**src/rtl/lsu_mem_if.sv**
```systemverilog
// Load/store bridge: core byte-addressed access port to word-addressed RRdy/RVld memory bus.
// Latency: accept -> RspVld in 3 cycles minimum (accept, BUS x2, RESP); error requests respond 1 cycle after accept.
// Backpressure: one request in flight; ReqRdy is high only in IDLE, the core holds ReqVld until accepted.
//
// Ports:
//   clk/rst           clock, synchronous active-high reset
//   ReqVld/ReqRdy     core request handshake; ReqWr/ReqSize/ReqAddr/ReqWData request fields
//   RspVld/RspData/RspErr   one-cycle response pulse with extended load data or error flag
//   RRdy/RVld         memory request strobe / acknowledge (RData valid with RVld)
//   RAddr/RWData/RWEn/RWStrobe   word address, lane-replicated store data, write pulse, byte enables
// Build option: define MISALIGN_TRAP_EN to turn misaligned H/W accesses into error responses;
// otherwise the offending low address bits are forced to zero and the access completes.

module lsu_mem_if #(
    parameter int TIMEOUT_CYC = 16,
    parameter int CNT_W       = 5
) (
    input  logic        clk,
    input  logic        rst,
    input  logic        ReqVld,
    output logic        ReqRdy,
    input  logic        ReqWr,
    input  logic [2:0]  ReqSize,
    input  logic [31:0] ReqAddr,
    input  logic [31:0] ReqWData,
    output logic        RspVld,
    output logic [31:0] RspData,
    output logic        RspErr,
    output logic        RRdy,
    input  logic        RVld,
    output logic [31:0] RAddr,
    output logic [31:0] RWData,
    output logic        RWEn,
    output logic [3:0]  RWStrobe,
    input  logic [31:0] RData
);

    typedef enum logic [1:0] {S_IDLE, S_BUS, S_RESP} state_t;

    state_t             state_q;
    logic [CNT_W-1:0]   cnt_q;
    logic               wr_q;
    logic [2:0]         size_q;
    logic [1:0]         off_q;      // effective byte offset used to align load data
    logic               rrdy_q, rwen_q, rspvld_q, rsperr_q;
    logic [31:0]        raddr_q, rwdata_q, rspdata_q;
    logic [3:0]         rwstrb_q;

    // Request decode, evaluated on the incoming request fields
    logic               size_ok, req_err;
    logic [1:0]         eff_off;
    logic [3:0]         acc_strb;
    logic [31:0]        acc_wdat;
`ifdef MISALIGN_TRAP_EN
    logic               misalign;
`endif

    always_comb begin
        size_ok  = 1'b0;
        req_err  = 1'b0;
        eff_off  = 2'b00;
        acc_strb = 4'h0;
        acc_wdat = 32'h0;
`ifdef MISALIGN_TRAP_EN
        misalign = 1'b0;
`endif
        case (ReqSize)
            3'b000, 3'b001, 3'b010: size_ok = 1'b1;
            3'b100, 3'b101:         size_ok = !ReqWr;   // unsigned variants exist for loads only
            default:                size_ok = 1'b0;
        endcase
`ifdef MISALIGN_TRAP_EN
        misalign = ((ReqSize[1:0] == 2'b01) && ReqAddr[0]) ||
                   ((ReqSize[1:0] == 2'b10) && (ReqAddr[1:0] != 2'b00));
        req_err  = !size_ok || misalign;
`else
        req_err  = !size_ok;
`endif
        // Halfwords snap to A[1]; words ignore the low bits entirely
        case (ReqSize[1:0])
            2'b00: begin
                eff_off  = ReqAddr[1:0];
                acc_strb = 4'b0001 << eff_off;
                acc_wdat = {4{ReqWData[7:0]}};
            end
            2'b01: begin
                eff_off  = {ReqAddr[1], 1'b0};
                acc_strb = 4'b0011 << eff_off;
                acc_wdat = {2{ReqWData[15:0]}};
            end
            default: begin
                eff_off  = 2'b00;
                acc_strb = 4'hF;
                acc_wdat = ReqWData;
            end
        endcase
    end

    // Load data alignment and extension from the captured request size
    logic [31:0] ld_sh, ld_ext;
    always_comb begin
        ld_sh = RData >> {off_q, 3'b000};
        case (size_q)
            3'b000:  ld_ext = {{24{ld_sh[7]}}, ld_sh[7:0]};
            3'b001:  ld_ext = {{16{ld_sh[15]}}, ld_sh[15:0]};
            3'b100:  ld_ext = {24'h0, ld_sh[7:0]};
            3'b101:  ld_ext = {16'h0, ld_sh[15:0]};
            default: ld_ext = ld_sh;
        endcase
    end

    logic timeout_hit, rvld_ok;
    assign timeout_hit = (cnt_q == CNT_W'(TIMEOUT_CYC - 1));
    assign rvld_ok     = RVld && (cnt_q != '0);    // acknowledge in the first BUS cycle is ignored

    always_ff @(posedge clk) begin
        if (rst) begin
            state_q   <= S_IDLE;
            cnt_q     <= '0;
            wr_q      <= 1'b0;
            size_q    <= 3'b000;
            off_q     <= 2'b00;
            rrdy_q    <= 1'b0;
            rwen_q    <= 1'b0;
            rspvld_q  <= 1'b0;
            rsperr_q  <= 1'b0;
            raddr_q   <= 32'h0;
            rwdata_q  <= 32'h0;
            rspdata_q <= 32'h0;
            rwstrb_q  <= 4'h0;
        end else begin
            rwen_q   <= 1'b0;
            rspvld_q <= 1'b0;
            case (state_q)
                S_IDLE: begin
                    if (ReqVld) begin
                        wr_q   <= ReqWr;
                        size_q <= ReqSize;
                        off_q  <= eff_off;
                        if (req_err) begin
                            state_q   <= S_RESP;
                            rspvld_q  <= 1'b1;
                            rsperr_q  <= 1'b1;
                            rspdata_q <= 32'h0;
                        end else begin
                            state_q  <= S_BUS;
                            cnt_q    <= '0;
                            rrdy_q   <= 1'b1;
                            rwen_q   <= ReqWr;
                            raddr_q  <= {2'b00, ReqAddr[31:2]};
                            rwdata_q <= ReqWr ? acc_wdat : 32'h0;
                            rwstrb_q <= ReqWr ? acc_strb : 4'h0;
                        end
                    end
                end
                S_BUS: begin
                    cnt_q <= cnt_q + CNT_W'(1);
                    if (rvld_ok || timeout_hit) begin
                        state_q   <= S_RESP;
                        rrdy_q    <= 1'b0;
                        raddr_q   <= 32'h0;
                        rwdata_q  <= 32'h0;
                        rwstrb_q  <= 4'h0;
                        rspvld_q  <= 1'b1;
                        rsperr_q  <= !rvld_ok;
                        rspdata_q <= (rvld_ok && !wr_q) ? ld_ext : 32'h0;
                    end
                end
                S_RESP: begin
                    state_q   <= S_IDLE;
                    rsperr_q  <= 1'b0;
                    rspdata_q <= 32'h0;
                end
                default: state_q <= S_IDLE;
            endcase
        end
    end

    assign ReqRdy   = (state_q == S_IDLE);
    assign RspVld   = rspvld_q;
    assign RspData  = rspdata_q;
    assign RspErr   = rsperr_q;
    assign RRdy     = rrdy_q;
    assign RAddr    = raddr_q;
    assign RWData   = rwdata_q;
    assign RWEn     = rwen_q;
    assign RWStrobe = rwstrb_q;

endmodule
```
**config.mk**
```make
export PLATFORM = sky130hd
export DESIGN_NAME = lsu_mem_if
export DESIGN_NICKNAME = d
export VERILOG_FILES = /design/src/rtl/lsu_mem_if.sv
export SDC_FILE = /design/constraint.sdc
export NUM_CORES = 1
export LEC_CHECK = 0
export CORE_AREA = 2 2 107 109
export DETAILED_ROUTE_END_ITERATION = 10
export DIE_AREA = 0 0 109 111
export PLACE_DENSITY = 0.93
export SKIP_LAST_GASP = 1
export SLEW_MARGIN = 15
export SYNTH_ARGS = -nofsm -noshare
export SYNTH_HDL_FRONTEND = slang
export SYNTH_SLANG_ARGS = --single-unit
```
**constraint.sdc**
```tcl
create_clock -name clk -period 3.6 [get_ports clk]
set_input_delay 0.54 -clock clk [delete_from_list [all_inputs] [get_ports clk]]
set_output_delay 0.54 -clock clk [all_outputs]
set_load 0.02 [all_outputs]
```
==> results.rst <==
.. list-table::
   :header-rows: 1

   * - Metric
     - Value
   * - Number of distinct library cells after synthesis
     - 49
   * - Worst endpoint data arrival time
     - 2910 ps
   * - Max-capacitance violation count
     - 0
   * - P&R area growth vs syn
     - 56.8%
   * - Number of filler instances in the final layout
     - 795
   * - Reg2Reg Capture Point
     - RspData[11]
   * - Critical Path RT
     - about 3900 ps
   * - Total routing usage reported by global routing
     - 0.278
   * - Final setup violation count
     - 0
   * - Clock transition time at the flip-flop clock pins of the worst setup and hold paths
     - 60 ps
   * - Worst Path Max Fanout
     - 31
   * - First-pass GRT wire length
     - around 26 mm
   * - Most common flop cell mapped by yosys
     - dfxtp_1
   * - Depth of the most critical reg-to-reg path
     - 4
   * - Initial DRC count
     - 370
   * - Top-Level Pins
     - 209
   * - Internal reg-to-reg setup slack
     - roughly 1300 ps
   * - Most frequent standard cell in the layout excluding fill and tap cells
     - clkdlybuf4s50_1
   * - Cell area after synthesis
     - 4920 um^2
   * - Hold Fails Final Rpt
     - 0
   * - Detailed Route WL
     - 16.9 mm
   * - Worst-margin pin slew
     - 1060 ps
   * - Final cell utilization of the core
     - 0.697
   * - Leakage dissipation
     - 0.00287 uW
   * - Register area share after synthesis
     - 0.468
   * - Synth Area per Inst
     - between 10 and 15 um^2
   * - Pins Over Slew Limit
     - 0
   * - Final Critical Period
     - approximately 2600 ps
   * - Starting density of the core
     - 0.444
   * - Final period util
     - 0.712
   * - Setup fix buffers added after clock tree synthesis
     - 0
   * - Total negative slack for setup checks
     - 0 ps
   * - Resized cells post-CTS
     - 0
   * - Highest attainable clock frequency
     - 390 MHz
   * - Total via count in the routed design
     - 4781
   * - Post-synth EDFFs
     - 0
   * - Number of cells on the worst hold path
     - 2
   * - Drc violations
     - 0
   * - DPL Wire Length
     - roughly 12 mm
   * - Die height
     - 111 um
   * - Worst min-delay path class
     - flip-flop to flip-flop
   * - Via count of the first global-routing pass
     - between 4000 and 5000
   * - Sinks on Clock Net
     - 115
   * - Synth async-reset ratio
     - 0
   * - Buffers from clock root to sink, at most
     - 2
   * - Biggest cell delay along the critical path
     - 990 ps
   * - Cell Pwr Density
     - between 400 and 500 nW/um^2
   * - Final worst clock skew
     - 13.7 ps
   * - Vias per cell
     - 5.76
   * - Antenna violations before repair
     - 1
   * - Most frequent cells in the layout
     - 206 x clkdlybuf4s50_1, 115 x dfxtp_1, 59 x a22o_1
   * - Unrepaired setup endpoints after global routing
     - false
   * - CTS Buf Count
     - 17
   * - Worst-skew pair later-pin latency
     - 410 ps
   * - Post-route antenna net violation count
     - 0
   * - Pin count of the biggest net entering global routing
     - 38
   * - Category of the worst setup path launch point
     - input pin
   * - Net count reported at finish
     - 780
   * - Slew Limit Headroom
     - 0.296
   * - Largest vdd supply drop
     - between 0.3 and 0.4 mV
   * - Total core area
     - 11100 um^2
   * - Setup slack of the critical path after layout
     - just over 1000 ps
   * - Routed wire per std cell
     - 20.4 um
   * - Buffer cell driving the clock tree root
     - clkbuf_16
   * - Hold path startpoint
     - wr_q
   * - Buffers added on ports
     - a little over 200
   * - Num rows
     - 39
   * - Critical path start-end classification
     - input pin to flip-flop
   * - Die area
     - 12100 um^2
   * - Yosys warns
     - 0
   * - Number of cells produced by synthesis
     - 477
   * - Reg2reg start
     - off_q[0]
   * - Type of element capturing the critical path
     - flip-flop
   * - TritonCTS clock tree
     - yes
   * - Critical Path, Cell by Cell
     - clkdlybuf4s50_1, nor3b_2, and4_1, a22o_1
   * - Ratio of cells with drive above 1 in the final layout
     - 0.102
   * - Hold buffers post-CTS
     - 0
   * - Routability congestion estimate
     - 0.884
   * - Slowest-stage cell, CP
     - and4_1
   * - Count of state elements after synthesis
     - 115
   * - Pre-antenna DRT Iters
     - 5
   * - Worst setup slack after placement
     - 735 ps
   * - Horizontal die dimension
     - 109 um
   * - Worst hold path endpoint
     - wr_q
   * - GRT Residual Overflow
     - 0
   * - Status
     - finished, final reports clean
   * - Maximum level of the CTS H-tree
     - 4
## final cells by class
cell class | instances | area, um^2 | share of cell area
Timing Repair Buffer | 217 | 2160 | 0.280
Clock buffer | 23 | 498 | 0.0645
Multi-Input combinational cell | 314 | 2380 | 0.308
Antenna cell | 1 | 2.50 | 0.000324
Tap cell | 143 | 179 | 0.0232
Clock inverter | 9 | 173 | 0.0224
Inverter | 8 | 30.0 | 0.00389
Sequential cell | 115 | 2300 | 0.298
## cells by family (layout without fill, tap and decap cells)
family,count (synthesis),after routing,synth area share
buf+inv,49,257,0.0503
flops,115,115,0.468
compound gates,185,185,0.291
mux,51,51,0.109
fa+ha+maj,3,3,0.00763
other cells,1,3,0.000762
simple gates,73,73,0.0732
## worst max path at each step
stage / from / endpoint / slack [ps] / cells after the start
2_1_floorplan: cnt_q[0] / RspData[21] / 1610 / 9
3_3_place_gp: ReqWr / RWData[16] / 850 / 6
3_5_place_dp: ReqVld / RAddr[7] / 740 / 4
4_1_cts: ReqVld / RAddr[20] / 1090 / 4
5_1_grt: ReqVld / RAddr[20] / 890 / 4
6_report: ReqVld / RAddr[20] / 1040 / 4
## synthesized netlist by cell type, types with 10 or more instances
master     count  share of area
mux2i_1       40          0.081
nor2_1        14          0.011
buf_2         12          0.012
mux2_2        10          0.023
nand2_1       33          0.025
a21oi_1       31          0.032
a22o_1        59           0.11
o2bb2ai_1     39          0.069
dfxtp_1      115           0.47
clkbuf_1      15          0.011
o211ai_1      16          0.024
o21ai_0       12          0.012
## critical path, delay by kind of cell
family	cells	cell delay, ps
AOI/OAI and AO/OA	1	330
buffers and inverters	1	560
and+or+nand+nor	2	1460
## sequential cells by signal (all words and copies together), names as in the netlist, 2 cells and up
name / count
RWStrobe: 4
RspData: 32
state_q: 2
size_q: 3
off_q: 2
RWData: 32
RAddr: 30
cnt_q: 5
## power breakdown
group	internal, uW	switching, uW	total (uW)
sequential	1320	36.2	1360
clock	1320	583	1900
combinational	275	286	561
total	2910	905	3820
## metal layers
layer  vias to the layer above  GRT usage  wire length, um
li1                       2203          -                -
met1                      2240      0.319             6580
met2                       286      0.455             8010
met3                        52     0.0888             1610
met4                         0      0.141              704
met5                         -          0                0
## through the flow
step	cells	total power, uW	cell area (um^2)	hold WS, ps
floorplan	478	1660	4920	432
global placement	797	1910	7040	439
detailed placement	797	1930	7040	448
CTS	829	3830	7710	457
global route	830	3930	7720	484
finish	830	3820	7720	467
Note: power is estimated with default switching activity, not from simulation.
